--- src/rtl/dmem_pkg.sv ---
// Shared types and constants for the data-memory port arbiter.
// The request struct widths are the default memory geometry.
package dmem_pkg;

    localparam int DM_ADDR_W_DEF = 9;
    localparam int DATA_W_DEF    = 32;

    localparam logic [2:0] F3_B  = 3'b000;
    localparam logic [2:0] F3_H  = 3'b001;
    localparam logic [2:0] F3_W  = 3'b010;
    localparam logic [2:0] F3_BU = 3'b100;
    localparam logic [2:0] F3_HU = 3'b101;

    typedef enum logic [0:0] {S_CPU, S_DMA_BURST} arb_state_t;

    typedef struct packed {
        logic                     we;
        logic [DM_ADDR_W_DEF-1:0] addr;
        logic [DATA_W_DEF-1:0]    wdata;
        logic [2:0]               funct3;
    } dmem_req_t;

endpackage

--- src/rtl/dmem_rsp_reg.sv ---
// Registered load-return stage: captures memory read data at the end of the
// grant cycle and presents it with a one-cycle valid.
module dmem_rsp_reg #(
    parameter int DATA_W = 32
) (
    input  logic              clk,
    input  logic              reset,
    input  logic              load,
    input  logic [DATA_W-1:0] rd,
    output logic              rvalid,
    output logic [DATA_W-1:0] rdata
);

    logic              rvalid_q, rvalid_d;
    logic [DATA_W-1:0] rdata_q, rdata_d;

    always_comb begin
        rvalid_d = load;
        rdata_d  = load ? rd : '0;
    end

    always_ff @(posedge clk or posedge reset) begin
        if (reset) begin
            rvalid_q <= 1'b0;
            rdata_q  <= '0;
        end else begin
            rvalid_q <= rvalid_d;
            rdata_q  <= rdata_d;
        end
    end

    assign rvalid = rvalid_q;
    assign rdata  = rdata_q;

endmodule

--- src/rtl/dmem_port_arbiter.sv ---
// Two-requester arbiter for the data-memory port: CPU priority, anti-starvation
// forced DMA grant, and locked DMA bursts of bounded length.
module dmem_port_arbiter
    import dmem_pkg::*;
#(
    parameter int DM_ADDRESS = DM_ADDR_W_DEF,
    parameter int DATA_W     = DATA_W_DEF,
    parameter int STARVE_MAX = 4,
    parameter int BURST_MAX  = 8
) (
    input  logic                  clk,
    input  logic                  reset,
    input  logic                  cpu_req,
    input  logic                  cpu_we,
    input  logic [DM_ADDRESS-1:0] cpu_addr,
    input  logic [DATA_W-1:0]     cpu_wdata,
    input  logic [2:0]            cpu_funct3,
    output logic                  cpu_gnt,
    output logic                  cpu_stall,
    output logic                  cpu_rvalid,
    output logic [DATA_W-1:0]     cpu_rdata,
    input  logic                  dma_req,
    input  logic                  dma_we,
    input  logic [DM_ADDRESS-1:0] dma_addr,
    input  logic [DATA_W-1:0]     dma_wdata,
    input  logic [2:0]            dma_funct3,
    input  logic                  dma_lock,
    output logic                  dma_gnt,
    output logic                  dma_rvalid,
    output logic [DATA_W-1:0]     dma_rdata,
    output logic                  MemRead,
    output logic                  MemWrite,
    output logic [DM_ADDRESS-1:0] a,
    output logic [DATA_W-1:0]     wd,
    output logic [2:0]            Funct3,
    input  logic [DATA_W-1:0]     rd
);

    localparam int SCW = $clog2(STARVE_MAX + 1);
    localparam int BCW = $clog2(BURST_MAX + 1);

    arb_state_t     state_q, state_d;
    logic [SCW-1:0] starve_cnt_q, starve_cnt_d;
    logic [BCW-1:0] burst_cnt_q, burst_cnt_d;
    logic           burst_hold, force_dma;
    dmem_req_t      cpu_r, dma_r, sel_r;

    always_comb begin
        cpu_r = '{we: cpu_we, addr: cpu_addr, wdata: cpu_wdata, funct3: cpu_funct3};
        dma_r = '{we: dma_we, addr: dma_addr, wdata: dma_wdata, funct3: dma_funct3};
    end

    always_comb begin
        state_d      = state_q;
        starve_cnt_d = starve_cnt_q;
        burst_cnt_d  = burst_cnt_q;
        cpu_gnt      = 1'b0;
        dma_gnt      = 1'b0;
        burst_hold   = (state_q == S_DMA_BURST) && dma_req && dma_lock;
        force_dma    = dma_req && (starve_cnt_q == SCW'(STARVE_MAX));

        // A burst that has ended falls back to CPU-priority arbitration in the
        // same cycle, so no port cycle is wasted on the handover.
        if (burst_hold)
            dma_gnt = 1'b1;
        else if (cpu_req && !force_dma)
            cpu_gnt = 1'b1;
        else if (dma_req)
            dma_gnt = 1'b1;

        if (burst_hold) begin
            if (burst_cnt_q == BCW'(BURST_MAX - 1)) begin
                state_d     = S_CPU;
                burst_cnt_d = '0;
            end else begin
                burst_cnt_d = burst_cnt_q + BCW'(1);
            end
        end else if (dma_gnt && dma_lock && (BURST_MAX > 1)) begin
            // The grant that opens the burst counts as its first beat.
            state_d     = S_DMA_BURST;
            burst_cnt_d = BCW'(1);
        end else begin
            state_d     = S_CPU;
            burst_cnt_d = '0;
        end

        if (dma_gnt || !dma_req)
            starve_cnt_d = '0;
        else if (cpu_gnt && (starve_cnt_q != SCW'(STARVE_MAX)))
            starve_cnt_d = starve_cnt_q + SCW'(1);
    end

    always_ff @(posedge clk or posedge reset) begin
        if (reset) begin
            state_q      <= S_CPU;
            starve_cnt_q <= '0;
            burst_cnt_q  <= '0;
        end else begin
            state_q      <= state_d;
            starve_cnt_q <= starve_cnt_d;
            burst_cnt_q  <= burst_cnt_d;
        end
    end

    always_comb begin
        sel_r = '0;
        if (cpu_gnt)
            sel_r = cpu_r;
        else if (dma_gnt)
            sel_r = dma_r;
        MemRead  = (cpu_gnt || dma_gnt) && !sel_r.we;
        MemWrite = (cpu_gnt || dma_gnt) && sel_r.we;
        a        = sel_r.addr;
        wd       = sel_r.wdata;
        Funct3   = sel_r.funct3;
    end

    assign cpu_stall = cpu_req && !cpu_gnt;

    dmem_rsp_reg #(.DATA_W(DATA_W)) u_cpu_rsp (
        .clk    (clk),
        .reset  (reset),
        .load   (cpu_gnt && !cpu_we),
        .rd     (rd),
        .rvalid (cpu_rvalid),
        .rdata  (cpu_rdata)
    );

    dmem_rsp_reg #(.DATA_W(DATA_W)) u_dma_rsp (
        .clk    (clk),
        .reset  (reset),
        .load   (dma_gnt && !dma_we),
        .rd     (rd),
        .rvalid (dma_rvalid),
        .rdata  (dma_rdata)
    );

endmodule

--- config.mk ---
export PLATFORM = sky130hd
export DESIGN_NAME = dmem_port_arbiter
export DESIGN_NICKNAME = d
export VERILOG_FILES = /design/src/rtl/dmem_pkg.sv /design/src/rtl/dmem_rsp_reg.sv /design/src/rtl/dmem_port_arbiter.sv
export SDC_FILE = /design/constraint.sdc
export NUM_CORES = 1
export LEC_CHECK = 0
export CORE_UTILIZATION = 35
export CTS_BUF_LIST = sky130_fd_sc_hd__clkbuf_4 sky130_fd_sc_hd__clkbuf_8 sky130_fd_sc_hd__clkbuf_16
export CTS_CLUSTER_SIZE = 20
export DETAILED_ROUTE_END_ITERATION = 6
export PLACE_DENSITY = 0.85
export SYNTH_ARGS = -nofsm -noshare
export SYNTH_HDL_FRONTEND = slang
export SYNTH_SLANG_ARGS = --single-unit
--- constraint.sdc ---
create_clock -name clk -period 4.8 [get_ports clk]
set_input_delay 1.44 -clock clk [delete_from_list [all_inputs] [get_ports clk]]
set_output_delay 1.44 -clock clk [all_outputs]
set_load 0.005 [all_outputs]
## Word level (Yosys, flattened, before mapping)

Cells that the tools add are included.

- Output and inout port bits: 115
- Register bits after elaboration: 74
- Input bits: 127

- Multiplexer cells: 17
- Equality and inequality tests: 4
- Add/subtract/negate cells: 2
- Reduce and logical (&&, ||, !) cells: 20

Operators with widths:

| cell | number |
|---|---|
| 45-bit two-way mux | 2 |
| 32-bit two-way mux | 2 |
| 1-bit logical AND | 11 |
| 1-bit two-way mux | 9 |
| 4-bit two-way mux | 2 |
| 1-bit logical NOT | 6 |
| 3-bit two-way mux | 2 |
| 4-bit by 1-bit adder with 4-bit output (second input constant) | 1 |
| 4-bit by 3-bit == test with 1-bit output (second input constant) | 1 |
| 3-bit by 1-bit adder with 3-bit output (second input constant) | 1 |
| 3-bit == test (second input constant) | 1 |
| 3-bit inequality test (second input constant) | 1 |
| 1-bit logical OR | 2 |
| 2-bit by 1-bit inequality test with 1-bit output (second input constant) | 1 |
| 2-bit nonzero test | 1 |

## Longest topological paths before layout

- Depth in word-level cells: 10
- Mapped depth: 7
- Gate-level depth less buffers: 5

## By module

From an unflattened synthesis, not the netlist that was laid out.

- Cell total of the unflattened synthesis: 235
- Area total of the unflattened synthesis: 3071.7 um^2

Modules (own cells, without submodules):

| module | cells each | area an instance (um^2) | instances | seq. area each (um^2) |
|---|---|---|---|---|
| dmem_rsp_reg | 69 | 1084.8 | 2 | 825.8 |
| dmem_port_arbiter | 97 | 902.1 | 1 | 200.2 |

## Least setup slack after synthesis

OpenSTA, ideal clock, no wires.

- Path kind: input port to output port
- Start: input port dma_lock
- End: output port wd[22]
- Arrival: 2.276 ns
- Stages on the path: 5
- Path slack: 1.084 ns
- Cell sequence: a22o_1 a21boi_2 buf_6 buf_6 a22o_1

- Cells in the longest elaborated chain, start to end: 4
- Elaborated cells between the ends (all ways): 5
- Classes of those cells: mux (4); reduce/logical (1)

Ends and longest elaborated chain:

| element | line | source |
|---|---|---|
| start, declared | dmem_port_arbiter.sv:27 | `input logic dma_lock,` |
| 1-bit logical AND (*) | dmem_port_arbiter.sv:59 | `burst_hold = (state_q == S_DMA_BURST) && dma_req && dma_lock;` |
| 1-bit two-way mux | dmem_port_arbiter.sv:64 | `if (burst_hold)` |
| 45-bit two-way mux | dmem_port_arbiter.sv:109 | `else if (dma_gnt)` |
| 45-bit two-way mux (*) | dmem_port_arbiter.sv:107 | `if (cpu_gnt)` |
| end, declared | dmem_port_arbiter.sv:34 | `output logic [DATA_W-1:0] wd,` |

Every way passes the cells marked *; elsewhere a longest branch is shown, timed or not.

## Worst setup path after layout

- Start: input port cpu_req
- End: output port wd[28]

- Cells in the longest elaborated chain, start to end: 5
- Elaborated cells between the ends (all ways): 7
- Classes of those cells: mux (6); reduce/logical (1)

Ends and longest elaborated chain:

| element | line | source |
|---|---|---|
| start, declared | dmem_port_arbiter.sv:13 | `input logic cpu_req,` |
| 1-bit logical AND (*) | dmem_port_arbiter.sv:66 | `else if (cpu_req && !force_dma)` |
| 1-bit two-way mux | dmem_port_arbiter.sv:66 |  |
| 1-bit two-way mux | dmem_port_arbiter.sv:64 |  |
| 45-bit two-way mux | dmem_port_arbiter.sv:109 |  |
| 45-bit two-way mux (*) | dmem_port_arbiter.sv:107 |  |

Marked as above.

==> metrics.md <==
| Metric | Value |
|---|---|
| Outcome | `complete, no violations` |
| TritonCTS clock tree | `built` |
| Worst-path cell chain | `clkdlybuf4s50_1 -> a21boi_4 -> a21boi_4 -> buf_12 -> clkbuf_16 -> a22o_1 -> clkdlybuf4s50_1` |
| WL/cell | `16.51 um` |
| Post-Place Cells | `approximately 570` |
| Post-cts hold buffer count | `0` |
| Final hold vios | `0` |
| Min Tclk post-route | `~4.8 ns` |
| PD cells | `~240 mW/mm^2` |
| Global-route wire length before repair | `around 14 mm` |
| Post-synth top area share | `62.00%` |
| Ys async rst share | `100.0%` |
| Die area | `0.008907 sq mm` |
| Tot GR Track Use | `a little over a fifth` |
| WP data required | `about 3.4 ns` |
| Setup_tns | `0 ns` |
| Clk slew on worst S/H paths | `around 0.070 ns` |
| Via/cell ratio | `4.694` |
| P_leak | `2.638 nW` |
| CTS buffer count | `9` |
| Layout Cells excl Fill | `about 600` |
| Buf/Inv on CP | `4` |
| Max-cap violations | `0` |
| Cell with the most instances after synthesis | `dfrtp_1` |
| # IOs | `~240` |
| Seq cells post-synth | `74` |
| Vias in the first global route | `between 2k and 3k` |
| Clock skew | `slightly above 0.01 ns` |
| CTS Root Cell | `clkbuf_8` |
| Cell variety after synth | `23` |
| Fmax | `around 210 MHz` |
| Mean Syn Cell Area | `between 10 and 15 sq um` |
| Core Footprint | `a little over 0.008 sq mm` |
| HPWL after DPL | `~7.4 mm` |
| Iteration-0 DRC Markers | `approximately 110` |
| Final wirelength | `9.821 mm` |
| Endpoints failing setup | `0` |
| Max-slew violation count | `0` |
| Cell count after synthesis | `approximately 240` |
| Largest area contributor in the netlist | `dfrtp_1` |
| Worst-case clock buffer depth | `2` |
| Startpoint types | `input port` |
| Post-synth EDFFs | `0` |
| Rows | `33` |
| Routed Antenna Nets | `0` |
| Congestion Overflow GR | `0` |
| Delay-heaviest family, CP | `buffers and inverters` |
| Clock insertion delay at the later pin of the skew report | `0.33 ns` |
| Ys Warns | `0` |
| HP Class | `flip-flop to flip-flop` |
| # clock sinks | `between 70 and 80` |
| IO buf count | `241` |
| Layout cell share with drive strength beyond 1 | `approximately 8.0%` |
| Router iterations before antenna repair | `4` |
| Worst path arrival time | `between 3 and 4 ns` |
| Worst-margin pin slew | `~0.75 ns` |
| Main synth FF type | `dfrtp_1` |
| Residual DRC count | `0` |
| Syn Nets | `365` |
| ANT cells | `0` |
| Nets | `between 600 and 700` |
| CTS HTree Levels | `3` |
| Initial antenna violation count | `0` |
| Part of the cycle the worst path needs | `approximately 99%` |
| Critical-path top delay cell | `clkdlybuf4s50_1` |
| Die height | `94.38 um` |
| Top post-synthesis cells by area | `dfrtp_1 (62%), a22o_1 (13%), and2_1 (13%), buf_2 (2.0%), ha_1 (1.3%)` |
| Area Growth Syn to Fin | `95.39%` |
| Post-synthesis sequential area ratio | `between 60 and 70%` |
| Via count | `around 2.8k` |
| Starting Density | `between 30% and 40%` |
| Worst setup path class | `input port to output pin` |
| Setup crit end kind | `output pin` |
| Largest net degree at the start of global routing | `47` |
| Die Wd | `about 94 um` |
| Max rail drop VDD | `~130 uV` |
| Slowest cell delay on critical path | `0.54 ns` |
| GP Congestion | `between 0.7 and 0.8` |
| Mapped Area | `0.002987 sq mm` |
| Worst Path Max Fanout | `12` |
| Normalized max-slew margin | `between 50% and 60%` |
| Commonest cells in the synthesized netlist | `dfrtp_1 (74), and2_1 (64), a22o_1 (46)` |
[cell type report]
class                      instances  area, sq um
timing repair buffer             255         2615
fill                             618         2381
sequential                        74         1852
multi-input combinational        141         1049
clock buffer                      10        131.4
tap                              105        131.4
clock inverter                     6        42.54
inverter                           4        15.01
[cells in the final DEF (no fill, tap or decap)]
master           netlist  layout
buf_12                 0       4
o21ai_0                1       1
or3_1                  1       1
a22o_2                 0       1
inv_6                  0       1
xnor2_1                1       1
buf_4                  0       6
nand2_2                0       1
a21boi_4               1       3
mux2i_1                1       1
a21oi_2                2       2
inv_1                  4       3
nand2b_1               2       2
dlymetal6s2s_1         0       2
clkinv_2               0       2
clkinvlp_4             0       2
o21bai_1               1       1
nand2_1                4       3
nand3_1                2       2
and2_1                64      64
xor2_1                 1       1
clkdlybuf4s50_1        0     239
or2_2                  1       1
a22o_1                46      45
and3_1                 4       4
clkbuf_8               0       9
clkinv_4               0       1
nor2_1                 4       4
dfrtp_1               74      74
buf_6                  2       2
clkbuf_16              0       2
ha_1                   3       3
clkbuf_4               0       1
inv_2                  0       1
[worst paths after layout]
kind                                        startpoint                             to  slack [ns]  cells past startpoint
max in group asynchronous                        reset   u_cpu_rsp.rdata[7]$_DFF_PP0_        2.46                      3
min reg2reg                   burst_cnt_q[0]$_DFF_PP0_       burst_cnt_q[0]$_DFF_PP0_        0.53                      1
min in group asynchronous                        reset  u_dma_rsp.rdata[14]$_DFF_PP0_        1.57                      2
min                           burst_cnt_q[0]$_DFF_PP0_       burst_cnt_q[0]$_DFF_PP0_        0.53                      1
max reg2reg                starve_cnt_q[0]$_DFFE_PP0P_  u_cpu_rsp.rdata[20]$_DFF_PP0_        3.14                      6
max                                            cpu_req                         wd[28]        0.04                      7
[power by group]
part	internal [mW]	total (mW)	switching, mW
sequential	0.644	0.650	0.00678
combinational	0.228	0.335	0.107
clock	0.194	0.417	0.223
total	1.07	1.40	0.336
[logic make-up after synthesis]
kind of cell	synth area share, %
simple gates	16.42
xor+xnor	0.5866
buf+inv	3.519
mux	0.3352
flops	62.00
compound gates	15.88
fa+ha+maj	1.257
[flip-flops by register name, indices dropped and copies added, names as in the netlist]
signal and flops:
state_q 1, u_cpu_rsp.rdata 32, starve_cnt_q 3, burst_cnt_q 4, u_dma_rsp.rvalid 1, u_dma_rsp.rdata 32, u_cpu_rsp.rvalid 1
[metal layers]
| metal | up-vias | track usage [%] | share of wire, % |
|---|---|---|---|
| li1 | 1306 | - | - |
| met5 | - | 0 | 0 |
| met1 | 1344 | 26.40 | 39 |
| met3 | 2 | 4.509 | 6.7 |
| met2 | 141 | 36.65 | 54 |
| met4 | 0 | 5.128 | 0.41 |
[metrics by stage]
| stage | util, % | area (sq um) | power, mW | setup WS (ns) | hold WS [ns] |
|---|---|---|---|---|---|
| finish | 71.02 | 5836 | 1.402 | 0.04137 | 0.5350 |
| global route | 71.02 | 5836 | 1.475 | -0.009942 | 0.5402 |
| CTS | 69.70 | 5727 | 1.403 | 0.03171 | 0.5403 |
| detailed placement | 67.58 | 5553 | 0.9855 | 0.04735 | 0.5302 |
| global placement | 67.58 | 5553 | 0.9803 | 0.06793 | 0.4895 |
| floorplan | - | 2987 | 0.7507 | 1.084 | 0.4649 |
[worst register-to-register path: stages (launching register included)]
cell and delay (ns):
dfrtp_1 0.36, inv_1 0.06, ha_1 0.23, a22o_2 0.26, a21oi_2 0.17, buf_4 0.31, and2_1 0.20
[timing repair]
action | CTS | global route
setup buffers | 0 | 1
endpoints found under the setup margin | 0 | 30
hold endpoints to repair | 0 | 0
resized for setup | 0 | 5
Power figures use the tool's default switching activity.
